### src/rtl/apb_master_pkg.sv
// Shared definitions for the APB command master: FSM states, the address
// alignment mask and the default PREADY wait limit.
package apb_master_pkg;

    typedef enum logic [1:0] {
        IDLE   = 2'd0,
        SETUP  = 2'd1,
        ACCESS = 2'd2,
        RESP   = 2'd3
    } state_t;

    // Any address bit set under this mask makes a 32-bit access misaligned.
    localparam logic [1:0] MISALIGN_MASK = 2'b11;

    localparam int DEFAULT_TIMEOUT_CYCLES = 16;

endpackage

### src/rtl/apb_wait_timer.sv
// Counts ACCESS cycles spent waiting for PREADY; expired flags the final
// allowed wait cycle so the master can abort in that same cycle.
module apb_wait_timer
    import apb_master_pkg::*;
#(
    parameter int TIMEOUT_CYCLES = DEFAULT_TIMEOUT_CYCLES
) (
    input  logic RegClk,
    input  logic RegReset,
    input  logic clear,
    input  logic enable,
    output logic expired
);

    localparam int CW = $clog2(TIMEOUT_CYCLES) + 1;
    localparam logic [CW-1:0] LAST = CW'(TIMEOUT_CYCLES - 1);

    logic [CW-1:0] count;

    // Wait counter: cleared per transfer, saturating so it can never wrap.
    always_ff @(posedge RegClk or posedge RegReset) begin
        if (RegReset) begin
            count <= '0;
        end else if (clear) begin
            count <= '0;
        end else if (enable && (count != '1)) begin
            count <= count + CW'(1);
        end
    end

    assign expired = (count >= LAST);

endmodule

### src/rtl/apb_cmd_master.sv
// Single-outstanding APB master: turns a valid/ready command into one APB
// transfer and returns a held response with error and timeout status.
module apb_cmd_master
    import apb_master_pkg::*;
#(
    parameter int ADDR_WIDTH     = 8,
    parameter int TIMEOUT_CYCLES = DEFAULT_TIMEOUT_CYCLES
) (
    input  logic                  RegClk,
    input  logic                  RegReset,
    input  logic                  req_valid,
    output logic                  req_ready,
    input  logic                  req_write,
    input  logic [ADDR_WIDTH-1:0] req_addr,
    input  logic [31:0]           req_wdata,
    output logic                  rsp_valid,
    input  logic                  rsp_ready,
    output logic [31:0]           rsp_rdata,
    output logic                  rsp_err,
    output logic                  rsp_timeout,
    output logic                  PSEL,
    output logic                  PENABLE,
    output logic                  PWRITE,
    output logic [ADDR_WIDTH-1:0] PADDR,
    output logic [31:0]           PWDATA,
    input  logic                  PREADY,
    input  logic                  PSLVERR,
    input  logic [31:0]           PRDATA
);

    state_t state;
    state_t next_state;
    logic   go_setup;
    logic   go_misalign;
    logic   done_ready;
    logic   done_timeout;
    logic   expired;

    apb_wait_timer #(
        .TIMEOUT_CYCLES(TIMEOUT_CYCLES)
    ) u_wait_timer (
        .RegClk  (RegClk),
        .RegReset(RegReset),
        .clear   (go_setup),
        .enable  ((state == ACCESS) && !PREADY),
        .expired (expired)
    );

    // State register; reset drops any transfer in flight without a response.
    always_ff @(posedge RegClk or posedge RegReset) begin
        if (RegReset) begin
            state <= IDLE;
        end else begin
            state <= next_state;
        end
    end

    // Next-state decode; PREADY is tested before expiry so it wins the last cycle.
    always_comb begin
        next_state   = state;
        go_setup     = 1'b0;
        go_misalign  = 1'b0;
        done_ready   = 1'b0;
        done_timeout = 1'b0;
        case (state)
            IDLE: begin
                if (req_valid) begin
                    if ((req_addr[1:0] & MISALIGN_MASK) != 2'b00) begin
                        next_state  = RESP;
                        go_misalign = 1'b1;
                    end else begin
                        next_state = SETUP;
                        go_setup   = 1'b1;
                    end
                end
            end
            SETUP: begin
                next_state = ACCESS;
            end
            ACCESS: begin
                if (PREADY) begin
                    next_state = RESP;
                    done_ready = 1'b1;
                end else if (expired) begin
                    next_state   = RESP;
                    done_timeout = 1'b1;
                end
            end
            RESP: begin
                if (rsp_ready) begin
                    next_state = IDLE;
                end
            end
            default: begin
                next_state = IDLE;
            end
        endcase
    end

    // APB address/data and response fields; each only changes on its load event.
    always_ff @(posedge RegClk or posedge RegReset) begin
        if (RegReset) begin
            PADDR       <= '0;
            PWDATA      <= '0;
            PWRITE      <= 1'b0;
            rsp_err     <= 1'b0;
            rsp_timeout <= 1'b0;
            rsp_rdata   <= '0;
        end else begin
            if (go_setup) begin
                PADDR  <= req_addr;
                PWDATA <= req_wdata;
                PWRITE <= req_write;
            end
            if (go_misalign) begin
                rsp_err     <= 1'b1;
                rsp_timeout <= 1'b0;
                rsp_rdata   <= '0;
            end else if (done_ready) begin
                rsp_err     <= PSLVERR;
                rsp_timeout <= 1'b0;
                rsp_rdata   <= (!PWRITE && !PSLVERR) ? PRDATA : 32'h0;
            end else if (done_timeout) begin
                rsp_err     <= 1'b1;
                rsp_timeout <= 1'b1;
                rsp_rdata   <= '0;
            end
        end
    end

    assign req_ready = (state == IDLE);
    assign PSEL      = (state == SETUP) || (state == ACCESS);
    assign PENABLE   = (state == ACCESS);
    assign rsp_valid = (state == RESP);

endmodule
### config.mk
export PLATFORM = sky130hd
export DESIGN_NAME = apb_cmd_master
export DESIGN_NICKNAME = d
export VERILOG_FILES = /design/src/rtl/apb_master_pkg.sv /design/src/rtl/apb_wait_timer.sv /design/src/rtl/apb_cmd_master.sv
export SDC_FILE = /design/constraint.sdc
export NUM_CORES = 1
export LEC_CHECK = 0
export CELL_PAD_IN_SITES_DETAIL_PLACEMENT = 2
export CELL_PAD_IN_SITES_GLOBAL_PLACEMENT = 2
export CORE_UTILIZATION = 24
export CTS_BUF_LIST = sky130_fd_sc_hd__clkbuf_4 sky130_fd_sc_hd__clkbuf_8
export CTS_CLUSTER_SIZE = 28
export DETAILED_ROUTE_END_ITERATION = 8
export GPL_ROUTABILITY_DRIVEN = 0
export PLACE_DENSITY = 0.87
export SETUP_SLACK_MARGIN = 0.2
export SLEW_MARGIN = 40
export SYNTH_ARGS = -nofsm -noshare
export SYNTH_HDL_FRONTEND = slang
export SYNTH_SLANG_ARGS = --single-unit
export TNS_END_PERCENT = 100
### constraint.sdc
create_clock -name RegClk -period 2.2 [get_ports RegClk]
set_input_delay 0.33 -clock RegClk [delete_from_list [all_inputs] [get_ports RegClk]]
set_output_delay 0.33 -clock RegClk [all_outputs]
set_load 0.05 [all_outputs]
==> results of run 1 <==
==> how the worst min path moves through the flow <==
stage	from	to	slack, ns	cells after the start
floorplan	PRDATA[0]	rsp_rdata[0]	0.46	1
global placement	PWDATA[12]	PWDATA[12]	0.47	1
global route	RegReset	PWDATA[19]	0.49	3
CTS	RegReset	PWDATA[19]	0.47	3
finish	RegReset	PWDATA[19]	0.47	3
detailed placement	PWDATA[4]	PWDATA[4]	0.48	1
==> synth_stat cells, types with 3 or more instances <==
cell type  number
nor2b_1         4
dfrtp_1        82
buf_2           4
inv_1           5
mux2_1         40
clkbuf_1        4
a21oi_1         3
ha_1            7
a32o_1         32
nand2_1         3
buf_6           7
nor2_1          7
==> flip-flops by register name (all words and copies together) (netlist names) <==
signal and flops:
PADDR 8, PWDATA 32, PWRITE 1, rsp_err 1, rsp_rdata 32, rsp_timeout 1, state 2, u_wait_timer.count 5
==> power by group <==
group	switching, mW	internal, mW	total (mW)
Clock	0.524	0.623	1.15
Combinational	3.29	1.81	5.10
Sequential	0.384	2.17	2.55
Total	4.20	4.60	8.80
==> metrics by stage <==
| step | hold WS (ns) | utilization, % | worst slack [ns] | total power [mW] |
|---|---|---|---|---|
| global placement | 0.465 | 38.1 | 0.223 | 7.53 |
| CTS | 0.474 | 39.8 | 0.206 | 8.91 |
| floorplan | 0.463 | - | 0.204 | 5.83 |
| detailed placement | 0.477 | 38.1 | 0.175 | 7.71 |
| global route | 0.488 | 40.0 | 0.189 | 9.24 |
| finish | 0.465 | 40.0 | 0.277 | 8.80 |
==> worst register-to-register path: stages (launching register included) <==
cell     delay (ns)
dfrtp_1        0.38
ha_1           0.22
and3_4         0.19
ha_2           0.18
or3b_4         0.38
or3_4          0.37
a21oi_2        0.13
==> cell families (layout without fill, tap and decap cells) <==
group	count (synthesis)	count (layout)
AO/OA/AOI/OAI	43	43
XOR/XNOR	2	2
adder cells (fa/ha/maj)	7	7
buffers and inverters	20	185
flip-flops	82	82
multiplexers	41	41
AND/OR/NAND/NOR	26	26
==> layout make-up <==
class,instances,area (um2)
sequential,82,2050
multi-input combinational,119,1180
clock inverter,2,35.0
clock buffer,13,173
tap,176,220
fill,1352,8040
timing repair buffer,165,1680
inverter,5,22.5
==> routing by layer <==
layer	global-route usage (%)	vias to the layer above	share of wire (%)
li1	-	1146	-
met1	17.3	1306	41
met2	25.0	87	51
met3	3.37	19	4.8
met4	7.58	0	2.9
met5	0	-	0
==> timing repair <==
action | 4_1_cts | 5_1_grt
gates cloned | 0 | 0
endpoints found under the setup margin | 2 | 19
resized for setup | 1 | 7
setup buffers | 2 | 0
==> flow_metrics.tcl, run 1 <==
set metrics [dict create \
    status "finished, final reports clean" \
    routed_wl_um 10100 \
    grtUsageTotal_pct 14.7 \
    ys_types 32 \
    p_per_area_mw_per_mm2 1640 \
    ir_worst_vdd_mv 0.704 \
    yosysWarnings 0 \
    synth_xor_area_share_pct 0.525 \
    hold_viol 0 \
    fin_crit_ns 1.92 \
    path_buf_inv 0 \
    grt_pass1_wl_um 16100 \
    cts_tree "yes" \
    p_leak_nw 2.27 \
    firstDrtPassIters 6 \
    die_w_um 120 \
    slew_violations 0 \
    synth-seq-cells 82 \
    ys_top_cells_by_area "dfrtp_1 (61%), mux2_1 (13%), a32o_1 (9.6%), ha_1 (2.6%), buf_6 (2.4%)" \
    r2r_start "u_wait_timer.count[0]" \
    die_area_mm2 0.0144 \
    synth.area.mux_share_pct 13.8 \
    hold_path_class "in2async" \
    critical_path_class "reg2reg" \
    htree_levels 3 \
    r2r_setup_slack_ns 0.28 \
    final_nets 468 \
    worst_slew_pin_slew_ns 0.544 \
    synth_area_leader_cell "dfrtp_1" \
    core_mm2 0.0134 \
    synth-simple-area-share_pct 5.32 \
    drive_gt1_share_pct 10.4 \
    async_flop_share_pct 100 \
    antenna_found_initial 0 \
    worstSkewPairLatency_ns 0.35 \
    postLayoutCellArea_mm2 0.00536 \
    root_buffer "clkbuf_8" \
    cp-start-kind "flop" \
    final_cell_count_no_fill 562 \
    cp_top_family "simple AND/OR/NAND/NOR gates" \
    required_ns 2.49 \
    cts_buffers 9 \
    syn2layout_area_growth_pct 60.5 \
    initial_core_util_pct 24.9 \
    synthAdderAreaFrac_pct 2.62 \
    synth-compound-area-share_pct 12.3 \
    synthesis.area_mm2 0.00334 \
    fmax_ghz 0.520 \
    vias 2558 \
    synth_top_family_by_area "multiplexers" \
    drc_errors 0 \
    port_buffers 157 \
    grt_max_degree 83 \
    dp.cells 545 \
    worst_r2r_path_depth 6 \
    rows 42 \
    max_stage_delay_ns 0.38 \
    synth_top_cell_area_share_pct 61.5 \
    setup_total_negative_slack_ns 0 \
    relSlewSlack_pct 63.6 \
    viasPerCell 4.55 \
    rsz0062_at_grt "yes" \
    post-route-period-util_pct 87.4 \
    cts.clk_slew.worst_paths_ns 0.08 \
    slowest_stage "dfrtp_1" \
    ant_nets 0 \
    mostFrequentLayoutCells "clkdlybuf4s50_1 (152), dfrtp_1 (82), mux2_1 (40)" \
    endpoint "u_wait_timer.count[3]" \
    crit_start "u_wait_timer.count[0]" \
    hold_buffers 0 \
    maxCapViolations 0 \
    syn_inst 221 \
    final_common_cell "clkdlybuf4s50_1" \
    drtIter0Drc 110 \
    die_height_um 120 \
    skew_ns 0.00411 \
    syn_nets 307 \
    antenna_cells 0 \
    setup_viol 0 \
    synth_edf_count 0 \
    ioPinCount 158 \
    wire_per_inst_um 17.9 \
    timing.rr.end "u_wait_timer.count[3]" \
    crit_path_max_fanout 3 \
    overflow 0 \
    worstPathArrival_ns 2.21 \
    dp_hpwl_um 7280 \
    synth-main-ff-cell "dfrtp_1" \
    syn_area_per_cell_um2 15.1 \
    place_area_mm2 0.00511 \
    clk_path_buf_depth 2 \
    synth.yosys.seq_area_share_pct 61.5 \
    crit_chain "ha_1 -> and3_4 -> ha_2 -> or3b_4 -> or3_4 -> a21oi_2" \
    end_kind "flop" \
    cts_sinks 82 \
    grt_pass1_vias 2920 \
    crit_cells 6 \
]
Note: power is estimated with default switching activity, not from simulation.
==> inputs of run 2 (changes only) <==
--- a/config.mk
+++ b/config.mk
@@ -18,4 +18,3 @@
 export SYNTH_ARGS = -nofsm -noshare
 export SYNTH_HDL_FRONTEND = slang
 export SYNTH_SLANG_ARGS = --single-unit
-export TNS_END_PERCENT = 100
==> results of run 2 <==
No change in the layout: final DEF, timing and power equal those of run 1.
==> inputs of run 3 (changes only) <==
--- a/config.mk
+++ b/config.mk
@@ -7,6 +7,7 @@
 export LEC_CHECK = 0
 export CELL_PAD_IN_SITES_DETAIL_PLACEMENT = 2
 export CELL_PAD_IN_SITES_GLOBAL_PLACEMENT = 2
+export CORE_ASPECT_RATIO = 1.75
 export CORE_UTILIZATION = 24
 export CTS_BUF_LIST = sky130_fd_sc_hd__clkbuf_4 sky130_fd_sc_hd__clkbuf_8
 export CTS_CLUSTER_SIZE = 28
==> run 3 against run 2 <==
Cell count is the same; flip-flop and latch count did not move; routed wire length grew 6.8%; count of clock-buffer cells in the layout shrank 2; largest power group unchanged; final area about the same; fmax decreased by 0.60%.
==> flow_metrics.tcl, run 3 (synthesized netlist as in run 1, its figures left out) <==
set metrics [dict create \
    die_height_um 158 \
    cp-start-kind "flop" \
    relSlewSlack_pct 59.3 \
    pre_cts_ws_ns 0.188 \
    final_common_cell "clkdlybuf4s50_1" \
    clk_path_buf_depth 2 \
    ant_nets 0 \
    maxCapViolations 0 \
    cts_buffers 9 \
    htree_levels 3 \
    cp_top_family "simple AND/OR/NAND/NOR gates" \
    dp_hpwl_um 8190 \
    grt_max_degree 49 \
    syn2layout_area_growth_pct 60.6 \
    cts_tree "yes" \
    ir_worst_vdd_mv 0.524 \
    dp.cells 543 \
    hold_viol 0 \
    end_kind "flop" \
    firstDrtPassIters 4 \
    fin_crit_ns 1.93 \
    finalWorstSetupSlack_ns 0.266 \
    p_per_area_mw_per_mm2 1650 \
    port_buffers 157 \
    post-route-period-util_pct 87.9 \
    status "finished, final reports clean" \
    required_ns 2.49 \
    worstSkewPairLatency_ns 0.36 \
    crit_path_max_fanout 3 \
    mostFrequentLayoutCells "clkdlybuf4s50_1 (153), dfrtp_1 (82), mux2_1 (40)" \
    rsz0062_at_grt "yes" \
    vias 2601 \
    setup_total_negative_slack_ns 0 \
    rows 56 \
    max_stage_delay_ns 0.41 \
    cts_sinks 82 \
    antenna_found_initial 0 \
    worstPathArrival_ns 2.22 \
    ioPinCount 158 \
    drc_errors 0 \
    final_util_pct 39.8 \
    hold_slack_ns 0.452 \
    overflow 0 \
    antenna_cells 0 \
    cts.clk_slew.worst_paths_ns 0.09 \
    drive_gt1_share_pct 10.8 \
    slew_violations 0 \
    viasPerCell 4.63 \
    root_buffer "clkbuf_8" \
    grtUsageTotal_pct 15.6 \
    grt_pass1_vias 2900 \
    p_leak_nw 2.25 \
    die_area_mm2 0.0144 \
    place_area_mm2 0.00510 \
    wire_per_inst_um 19.1 \
    grt_pass1_wl_um 16700 \
    initial_core_util_pct 24.8 \
    critical_path_class "reg2reg" \
    postLayoutCellArea_mm2 0.00536 \
    slowest_stage "dfrtp_1" \
    total_power_mw 8.87 \
    worst_slew_pin_slew_ns 0.611 \
    final_nets 469 \
    hold_path_class "in2async" \
    crit_chain "ha_1 -> and3_4 -> ha_2 -> or3b_4 -> or3_1 -> a21oi_2" \
    die_w_um 91.2 \
    setup_viol 0 \
    skew_ns 0.0133 \
    final_cell_count_no_fill 562 \
    largestRegisters "PWDATA x32, rsp_rdata x32, PADDR x8" \
    routed_wl_um 10700 \
    path_buf_inv 0 \
    drtIter0Drc 72 \
    core_mm2 0.0135 \
    fmax_ghz 0.517 \
]
[run 3: metal layers]
layer / vias to the layer above / global-route usage (%) / wire [um]
met5: - / 0 / 0
met4: 0 / 6.20 / 260
met3: 16 / 3.55 / 461
met2: 85 / 31.2 / 6600
met1: 1350 / 15.1 / 3430
li1: 1150 / - / -
[run 3: final timing paths]
| path | startpoint | endpoint | slack (ns) | cells after the start |
|---|---|---|---|---|
| setup / recovery | u_wait_timer.count[1] | u_wait_timer.count[3] | 0.27 | 6 |
| hold / removal | RegReset | PADDR[5] | 0.45 | 3 |
| setup reg to reg | u_wait_timer.count[1] | u_wait_timer.count[3] | 0.27 | 6 |
| hold reg to reg | PWDATA[21] | PWDATA[21] | 0.49 | 1 |
| max in group asynchronous | RegReset | rsp_rdata[30] | 1.27 | 3 |
| min in group RegClk | PWDATA[21] | PWDATA[21] | 0.49 | 1 |
[run 3: final cells by class]
class	count	area, um2
timing repair buffer	166	1670
clock inverter	5	61.3
clock buffer	11	151
inverter	5	22.5
fill	1390	8090
multi-input combinational	119	1190
tap	174	218
sequential	82	2050
[run 3: power by group]
part | leakage [nW] | internal, mW | switching, mW
combinational | 1.10 | 1.82 | 3.32
clock | 0.0982 | 0.591 | 0.577
sequential | 1.05 | 2.17 | 0.391
total | 2.25 | 4.58 | 4.29
[run 3: repair_timing]
| action | 4_1_cts | 5_1_grt |
|---|---|---|
| hold buffers | 0 | 0 |
| setup endpoints to repair | 2 | 2 |
| setup buffers | 2 | 1 |
| gates resized for setup | 2 | 6 |
| pin swaps | 0 | 1 |
[run 3: worst reg2reg max path, delay by kind of cell, from the launching register on]
family / cells / cell delay (ns)
AOI/OAI and AO/OA: 1 / 0.13
adders and majority gates: 2 / 0.40
DFF: 1 / 0.41
and+or+nand+nor: 3 / 0.94
